[config.mk]
export PLATFORM = sky130hd
export DESIGN_NAME = intersection_phase_scheduler_flat
export DESIGN_NICKNAME = d
export VERILOG_FILES = /design/src/rtl/intersection_phase_scheduler_pkg.sv /design/src/rtl/intersection_phase_scheduler_if.sv /design/src/rtl/intersection_phase_scheduler_tick_gen.sv /design/src/rtl/intersection_phase_scheduler.sv /design/src/flat_wrapper.sv
export SDC_FILE = /design/constraint.sdc
export NUM_CORES = 1
export LEC_CHECK = 0
export ABC_AREA = 1
export BUFFER_PORTS_ARGS = -buffer_cell sky130_fd_sc_hd__buf_2
export CORE_ASPECT_RATIO = 1.25
export CORE_MARGIN = 5
export CORE_UTILIZATION = 25
export CTS_CLUSTER_SIZE = 14
export DETAILED_ROUTE_END_ITERATION = 8
export PLACE_DENSITY = 0.43
export SYNTH_ARGS = -nofsm -noshare
export SYNTH_HDL_FRONTEND = slang
export SYNTH_HIERARCHICAL = 1
export SYNTH_SLANG_ARGS = --single-unit
export TNS_END_PERCENT = 100
[constraint.sdc]
create_clock -name clk -period 2.1 [get_ports clk]
set_input_delay 0.105 -clock clk [delete_from_list [all_inputs] [get_ports clk]]
set_output_delay 0.105 -clock clk [all_outputs]
set_load 0.02 [all_outputs]
[src/rtl/intersection_phase_scheduler_pkg.sv]
// Shared constants for the intersection phase scheduler:
// light encodings, phase codes and default phase timing.
package traffic_pkg;

  localparam logic [1:0] S_green  = 2'b00;
  localparam logic [1:0] S_yellow = 2'b01;
  localparam logic [1:0] S_red    = 2'b10;

  localparam logic [2:0] MAIN_GREEN  = 3'd0;
  localparam logic [2:0] MAIN_YELLOW = 3'd1;
  localparam logic [2:0] ALL_RED_A   = 3'd2;
  localparam logic [2:0] SIDE_GREEN  = 3'd3;
  localparam logic [2:0] SIDE_YELLOW = 3'd4;
  localparam logic [2:0] ALL_RED_B   = 3'd5;

  localparam int DEF_TICK_DIV     = 50_000_000;
  localparam int DEF_MAIN_MIN     = 10;
  localparam int DEF_YELLOW_T     = 3;
  localparam int DEF_ALLRED_T     = 1;
  localparam int DEF_SIDE_GREEN_T = 8;

  function automatic logic load_ok(input int v);
    return (v >= 0) && (v <= 15);
  endfunction

endpackage

[src/rtl/intersection_phase_scheduler_if.sv]
// Request inputs and signal-head outputs of the scheduler.
// The controller sits on the slave side.
interface intersection_phase_scheduler_if;

  logic       side_req;
  logic       ped_btn;
  logic [1:0] main_light;
  logic [1:0] side_light;
  logic       ped_walk;
  logic [3:0] countdown;
  logic [2:0] phase;
  logic       tick;

  modport master (
    output side_req, ped_btn,
    input  main_light, side_light, ped_walk,
    input  countdown, phase, tick
  );

  modport slave (
    input  side_req, ped_btn,
    output main_light, side_light, ped_walk,
    output countdown, phase, tick
  );

endinterface

[src/rtl/intersection_phase_scheduler_tick_gen.sv]
// Free-running prescaler: tick_o is high for one clk
// every DIV cycles, while the count sits at DIV-1.
module tick_gen #(
  parameter int DIV = 4
) (
  input  logic clk,
  input  logic rst_n,
  output logic tick_o
);

  localparam int W = (DIV > 1) ? $clog2(DIV) : 1;
  localparam logic [W-1:0] LAST = W'(DIV - 1);

  logic [W-1:0] cnt_q, cnt_d;

  assign cnt_d  = (cnt_q == LAST) ? '0 : cnt_q + 1'b1;
  assign tick_o = (cnt_q == LAST);

  always_ff @(posedge clk or negedge rst_n) begin
    if (!rst_n) cnt_q <= '0;
    else        cnt_q <= cnt_d;
  end

endmodule

[src/rtl/intersection_phase_scheduler.sv]
// Two-road phase controller: 1 Hz countdown FSM with a
// latched side/pedestrian request that releases main green.
module intersection_phase_scheduler
  import traffic_pkg::*;
#(
  parameter int TICK_DIV     = DEF_TICK_DIV,
  parameter int MAIN_MIN     = DEF_MAIN_MIN,
  parameter int YELLOW_T     = DEF_YELLOW_T,
  parameter int ALLRED_T     = DEF_ALLRED_T,
  parameter int SIDE_GREEN_T = DEF_SIDE_GREEN_T
) (
  input logic clk,
  input logic reset,
  intersection_phase_scheduler_if.slave bus
);

  if (!(load_ok(MAIN_MIN) && load_ok(YELLOW_T) &&
        load_ok(ALLRED_T) && load_ok(SIDE_GREEN_T)) ||
      (TICK_DIV < 2)) begin : g_bad_param
    $error("intersection_phase_scheduler: bad parameter");
  end

  localparam logic [3:0] L_MAIN = 4'(MAIN_MIN);
  localparam logic [3:0] L_YEL  = 4'(YELLOW_T);
  localparam logic [3:0] L_AR   = 4'(ALLRED_T);
  localparam logic [3:0] L_SG   = 4'(SIDE_GREEN_T);

  logic       tick;
  logic [2:0] phase_q, phase_d;
  logic [3:0] cnt_q, cnt_d;
  logic       pending_q, pending_d;
  logic       enter_side;
  logic [1:0] main_l, side_l;

  tick_gen #(.DIV(TICK_DIV)) u_tick (
    .clk    (clk),
    .rst_n  (reset),
    .tick_o (tick)
  );

  assign enter_side = tick && (phase_q == ALL_RED_A) &&
                      (cnt_q == 4'd0);

  // A request arriving on the entry clk survives the clear.
  assign pending_d = bus.side_req | bus.ped_btn |
                     (pending_q & ~enter_side);

  always_comb begin
    phase_d = phase_q;
    cnt_d   = cnt_q;
    if (phase_q > ALL_RED_B) begin
      phase_d = MAIN_GREEN;
      cnt_d   = L_MAIN;
    end else if (tick) begin
      if (cnt_q != 4'd0) begin
        cnt_d = cnt_q - 4'd1;
      end else begin
        unique case (phase_q)
          MAIN_GREEN: if (pending_q) begin
            phase_d = MAIN_YELLOW;
            cnt_d   = L_YEL;
          end
          MAIN_YELLOW: begin
            phase_d = ALL_RED_A;
            cnt_d   = L_AR;
          end
          ALL_RED_A: begin
            phase_d = SIDE_GREEN;
            cnt_d   = L_SG;
          end
          SIDE_GREEN: begin
            phase_d = SIDE_YELLOW;
            cnt_d   = L_YEL;
          end
          SIDE_YELLOW: begin
            phase_d = ALL_RED_B;
            cnt_d   = L_AR;
          end
          default: begin
            phase_d = MAIN_GREEN;
            cnt_d   = L_MAIN;
          end
        endcase
      end
    end
  end

  always_ff @(posedge clk or negedge reset) begin
    if (!reset) begin
      phase_q   <= MAIN_GREEN;
      cnt_q     <= L_MAIN;
      pending_q <= 1'b0;
    end else begin
      phase_q   <= phase_d;
      cnt_q     <= cnt_d;
      pending_q <= pending_d;
    end
  end

  always_comb begin
    main_l = S_red;
    side_l = S_red;
    unique case (1'b1)
      (phase_q == MAIN_GREEN):  main_l = S_green;
      (phase_q == MAIN_YELLOW): main_l = S_yellow;
      (phase_q == SIDE_GREEN):  side_l = S_green;
      (phase_q == SIDE_YELLOW): side_l = S_yellow;
      default: ;
    endcase
  end

  assign bus.main_light = main_l;
  assign bus.side_light = side_l;
  assign bus.ped_walk   = (phase_q == SIDE_GREEN);
  assign bus.countdown  = cnt_q;
  assign bus.phase      = phase_q;
  assign bus.tick       = tick;

endmodule

[src/flat_wrapper.sv]
// flat-port wrapper written by rule: the top's interface ports become plain ports
module intersection_phase_scheduler_flat import traffic_pkg::*;
#(
  parameter int TICK_DIV     = DEF_TICK_DIV,
  parameter int MAIN_MIN     = DEF_MAIN_MIN,
  parameter int YELLOW_T     = DEF_YELLOW_T,
  parameter int ALLRED_T     = DEF_ALLRED_T,
  parameter int SIDE_GREEN_T = DEF_SIDE_GREEN_T
)
  (clk, reset, bus_side_req, bus_ped_btn, bus_main_light, bus_side_light, bus_ped_walk, bus_countdown, bus_phase, bus_tick);
  intersection_phase_scheduler_if bus_i ();
  input logic clk;
  input logic reset;
  input wire logic [$bits(bus_i.side_req)-1:0] bus_side_req;
  input wire logic [$bits(bus_i.ped_btn)-1:0] bus_ped_btn;
  output wire logic [$bits(bus_i.main_light)-1:0] bus_main_light;
  output wire logic [$bits(bus_i.side_light)-1:0] bus_side_light;
  output wire logic [$bits(bus_i.ped_walk)-1:0] bus_ped_walk;
  output wire logic [$bits(bus_i.countdown)-1:0] bus_countdown;
  output wire logic [$bits(bus_i.phase)-1:0] bus_phase;
  output wire logic [$bits(bus_i.tick)-1:0] bus_tick;
  assign bus_i.side_req = bus_side_req;
  assign bus_i.ped_btn = bus_ped_btn;
  assign bus_main_light = bus_i.main_light;
  assign bus_side_light = bus_i.side_light;
  assign bus_ped_walk = bus_i.ped_walk;
  assign bus_countdown = bus_i.countdown;
  assign bus_phase = bus_i.phase;
  assign bus_tick = bus_i.tick;
  intersection_phase_scheduler #(.TICK_DIV(TICK_DIV), .MAIN_MIN(MAIN_MIN), .YELLOW_T(YELLOW_T), .ALLRED_T(ALLRED_T), .SIDE_GREEN_T(SIDE_GREEN_T)) u_core (.clk(clk), .reset(reset), .bus(bus_i));
endmodule
==> results.tsv <==
stage	metric	value	unit
die	core_area	8100	µm²
critical_path	ff2ff_path_depth	11	
timing	rsz0062_at_grt	no	
synthesis	yosysTopAreaCell	dfrtp_1	
cts	ctsHtreeMaxLevel	2	
global_routing	grt_max_degree	35	
finish	drive_above_1_share	11.7	%
synthesis	ys_async_sr_fraction	100	%
timing	fin_worst_skew	0.00818	ns
min_path	hp-class	in2reg	
finish	fillers	894	
timing	hold_violations	0	
timing	tns	0	ns
critical_path	end_kind	flop	
cts	numCtsBuffers	5	
routing	wl	4.98	mm
critical_path	start_kind	flop	
critical_path	critPathArrivalTime	1.93	ns
synthesis	synth_top_area_share	39.1	%
synthesis	synth_cell_types	23	
routing	ant_nets	0	
timing	finalCritPeriodShare	83.7	%
global_routing	grt_usage	10.4	%
cts	cts_setup_buffers	0	
finish	area_growth_syn_to_layout	14.6	%
timing	post-route-min-period	1.76	ns
global_routing	antenna_found_initial	0	
synthesis	synth-edff-count	0	
finish	fin_nets	323	
die	placementRows	37	
status	status	completed	
die	dieArea	10100	µm²
synthesis	ys_ff_latch	34	
timing	hold_ws	0.0259	ns
synthesis	synth_area_leaders	dfrtp_1, nand2_1, nor2_1	
critical_path	timing.rr.end	u_core/bus.phase[2]	
synthesis	synthFlopType	dfrtp_1	
critical_path	r2r_slack	0.34	ns
critical_path	crit_start	u_core/u_tick/cnt_q[13]	
finish	multiInputGateArea	1050	µm²
timing	slew_violations	0	
min_path	min_from	bus_side_req	
synthesis	netlist_top_cells_count	nand2_1, nor2_1, inv_1, dfrtp_1, nand3_1	
synthesis	syn_avg_cell_area	7.01	µm²
critical_path	cp_max_fo	6	
die	die_h	111	µm
routing	via_per_inst	4.34	
critical_path	required	2.27	ns
synthesis	ys_seq_area_share	41.7	%
synthesis	synth_area	2050	µm²
power_and_ir_drop	peakVddDrop	0.000250	V
global_routing	grt_pass1_vias	1844	
global_routing	grt_pass1_wl	8.51	mm
timing	finalSetupViolCount	0	
cts	clock_path_buffers	2	
die	die_w	90.9	µm
power_and_ir_drop	power	0.00117	W
critical_path	timing.rr.start	u_core/u_tick/cnt_q[13]	
placement	dp_hpwl	3.89	mm
critical_path	critPathKind	reg2reg	
timing	relSlewSlack	48.1	%
synthesis	synthCells	292	
synthesis	yosys_warnings	6	
power_and_ir_drop	p_per_area	501	nW/µm²
timing	fin_ws	0.341	ns
finish	n_antenna_cell	0	
routing	drt_iter0_drc	86	
synthesis	syn-num-nets	299	
routing	dr_total_vias	1795	
power_and_ir_drop	p_leak	1.14	nW
cts	cts_tree	done	
placement	globalplace.congestion	0.881	
die	start_util	25.3	%
global_routing	grt_overflow	0	
placement	dp_slack	0.340	ns
cts	cts_sinks	34	
placement	port_buffers	16	
flow_run	drv_cap	0	
cts	clockRootBuffer	clkbuf_8	
routing	routedWlPerCell	12.0	µm
cts	clk_pin_slew	0.07	ns
timing	tightest_slew	0.778	ns
critical_path	crit_path_end	u_core/bus.phase[2]	
die	pin_count	17	
timing	max_clock_freq	0.569	GHz
routing	remaining_drc_errors	0	
synthesis	yosysMostFrequentCell	nand2_1	
routing	dr.pass1.iters	4	
cts	insertion_delay	0.29	ns
finish	seq_area	853	µm²
-- cells in the final DEF (no fill, tap or decap), types with 2 or more instances in the layout --
cell type | Yosys | layout
a21oi_1 | 6 | 6
and2_1 | 2 | 2
buf_2 | 0 | 16
clkbuf_1 | 0 | 2
clkbuf_8 | 0 | 6
dfrtp_1 | 32 | 32
dfstp_2 | 2 | 2
ha_1 | 3 | 3
inv_1 | 34 | 34
nand2_1 | 83 | 83
nand3_1 | 20 | 20
nand3_2 | 3 | 3
nor2_1 | 66 | 66
nor2_2 | 6 | 6
nor3_1 | 4 | 4
o21ai_0 | 4 | 4
o21ai_1 | 4 | 4
xnor2_1 | 3 | 3
xor2_1 | 13 | 13
-- critical path, stage by stage (launching register included) --
cell     delay [ns]
dfrtp_1        0.40
nand2_1        0.11
nor2_1         0.19
inv_1          0.06
nor2_1         0.13
nand3_1        0.08
nor2_1         0.18
a21oi_1        0.08
inv_1          0.11
nand3_2        0.15
nand2_1        0.09
o21ai_1        0.06
-- flip-flops by register name (all words and copies together) (netlist names) --
register,flops
u_core/u_tick/cnt_q,26
u_core/pending_q,1
u_core/bus.countdown,4
u_core/bus.phase,3
-- kinds of logic (layout without fill, tap and decap cells) --
group / Yosys count / in the layout / synth area share [%]
AND/OR/NAND/NOR: 188 / 188 / 38.6
buffers and inverters: 35 / 60 / 6.79
flip-flops: 34 / 34 / 41.7
AO/OA/AOI/OAI: 16 / 16 / 4.22
XOR/XNOR: 16 / 16 / 6.85
adder cells (fa/ha/maj): 3 / 3 / 1.84
-- layout make-up --
cell class	count	area share, %
multi-input cells	223	45.0
flip-flops and latches	34	36.4
inverters	34	5.45
well taps	97	5.18
repair buffers	18	4.16
clock buffers	8	3.84
-- layer usage --
layer	global-route usage [%]	vias to the layer above	part of all wire, %
met5	0	-	0
met4	4.40	0	2.8
met3	2.38	11	5.0
met2	18.1	34	49
met1	12.0	808	43
li1	-	942	-
-- worst min-delay path by stage --
stage | end | slack, ns | cells past startpoint
2_1_floorplan | u_core/bus.countdown[0] | -0.19 | 0
3_3_place_gp | u_core/u_tick/cnt_q[23] | 0.25 | 1
3_5_place_dp | u_core/u_tick/cnt_q[23] | 0.25 | 1
4_1_cts | u_core/pending_q | 0.02 | 3
5_1_grt | u_core/pending_q | 0.05 | 3
6_report | u_core/pending_q | 0.03 | 3
-- power by group --
group          switching [W]  internal [W]  leakage (nW)  total (W)
combinational      0.0000137    0.00000339         0.643  0.0000171
sequential                 0      0.000655         0.448   0.000655
clock               0.000235      0.000267        0.0455   0.000502
total               0.000249      0.000926          1.14    0.00117
-- per-stage QoR --
| stage | cells | utilization [%] | cell area, µm² |
|---|---|---|---|
| 2_1_floorplan | 292 | - | 2050 |
| 3_3_place_gp | 405 | 27.7 | 2240 |
| 3_5_place_dp | 405 | 27.7 | 2240 |
| 4_1_cts | 414 | 28.9 | 2340 |
| 5_1_grt | 414 | 28.9 | 2340 |
| 6_report | 414 | 28.9 | 2340 |
-- timing repair --
| item | 4_1_cts | 5_1_grt |
|---|---|---|
| hold endpoints to repair | 32 | 0 |
| hold buffers | 1 | 0 |
| resized for setup | 0 | 0 |
Note: power is estimated with default switching activity, not from simulation.
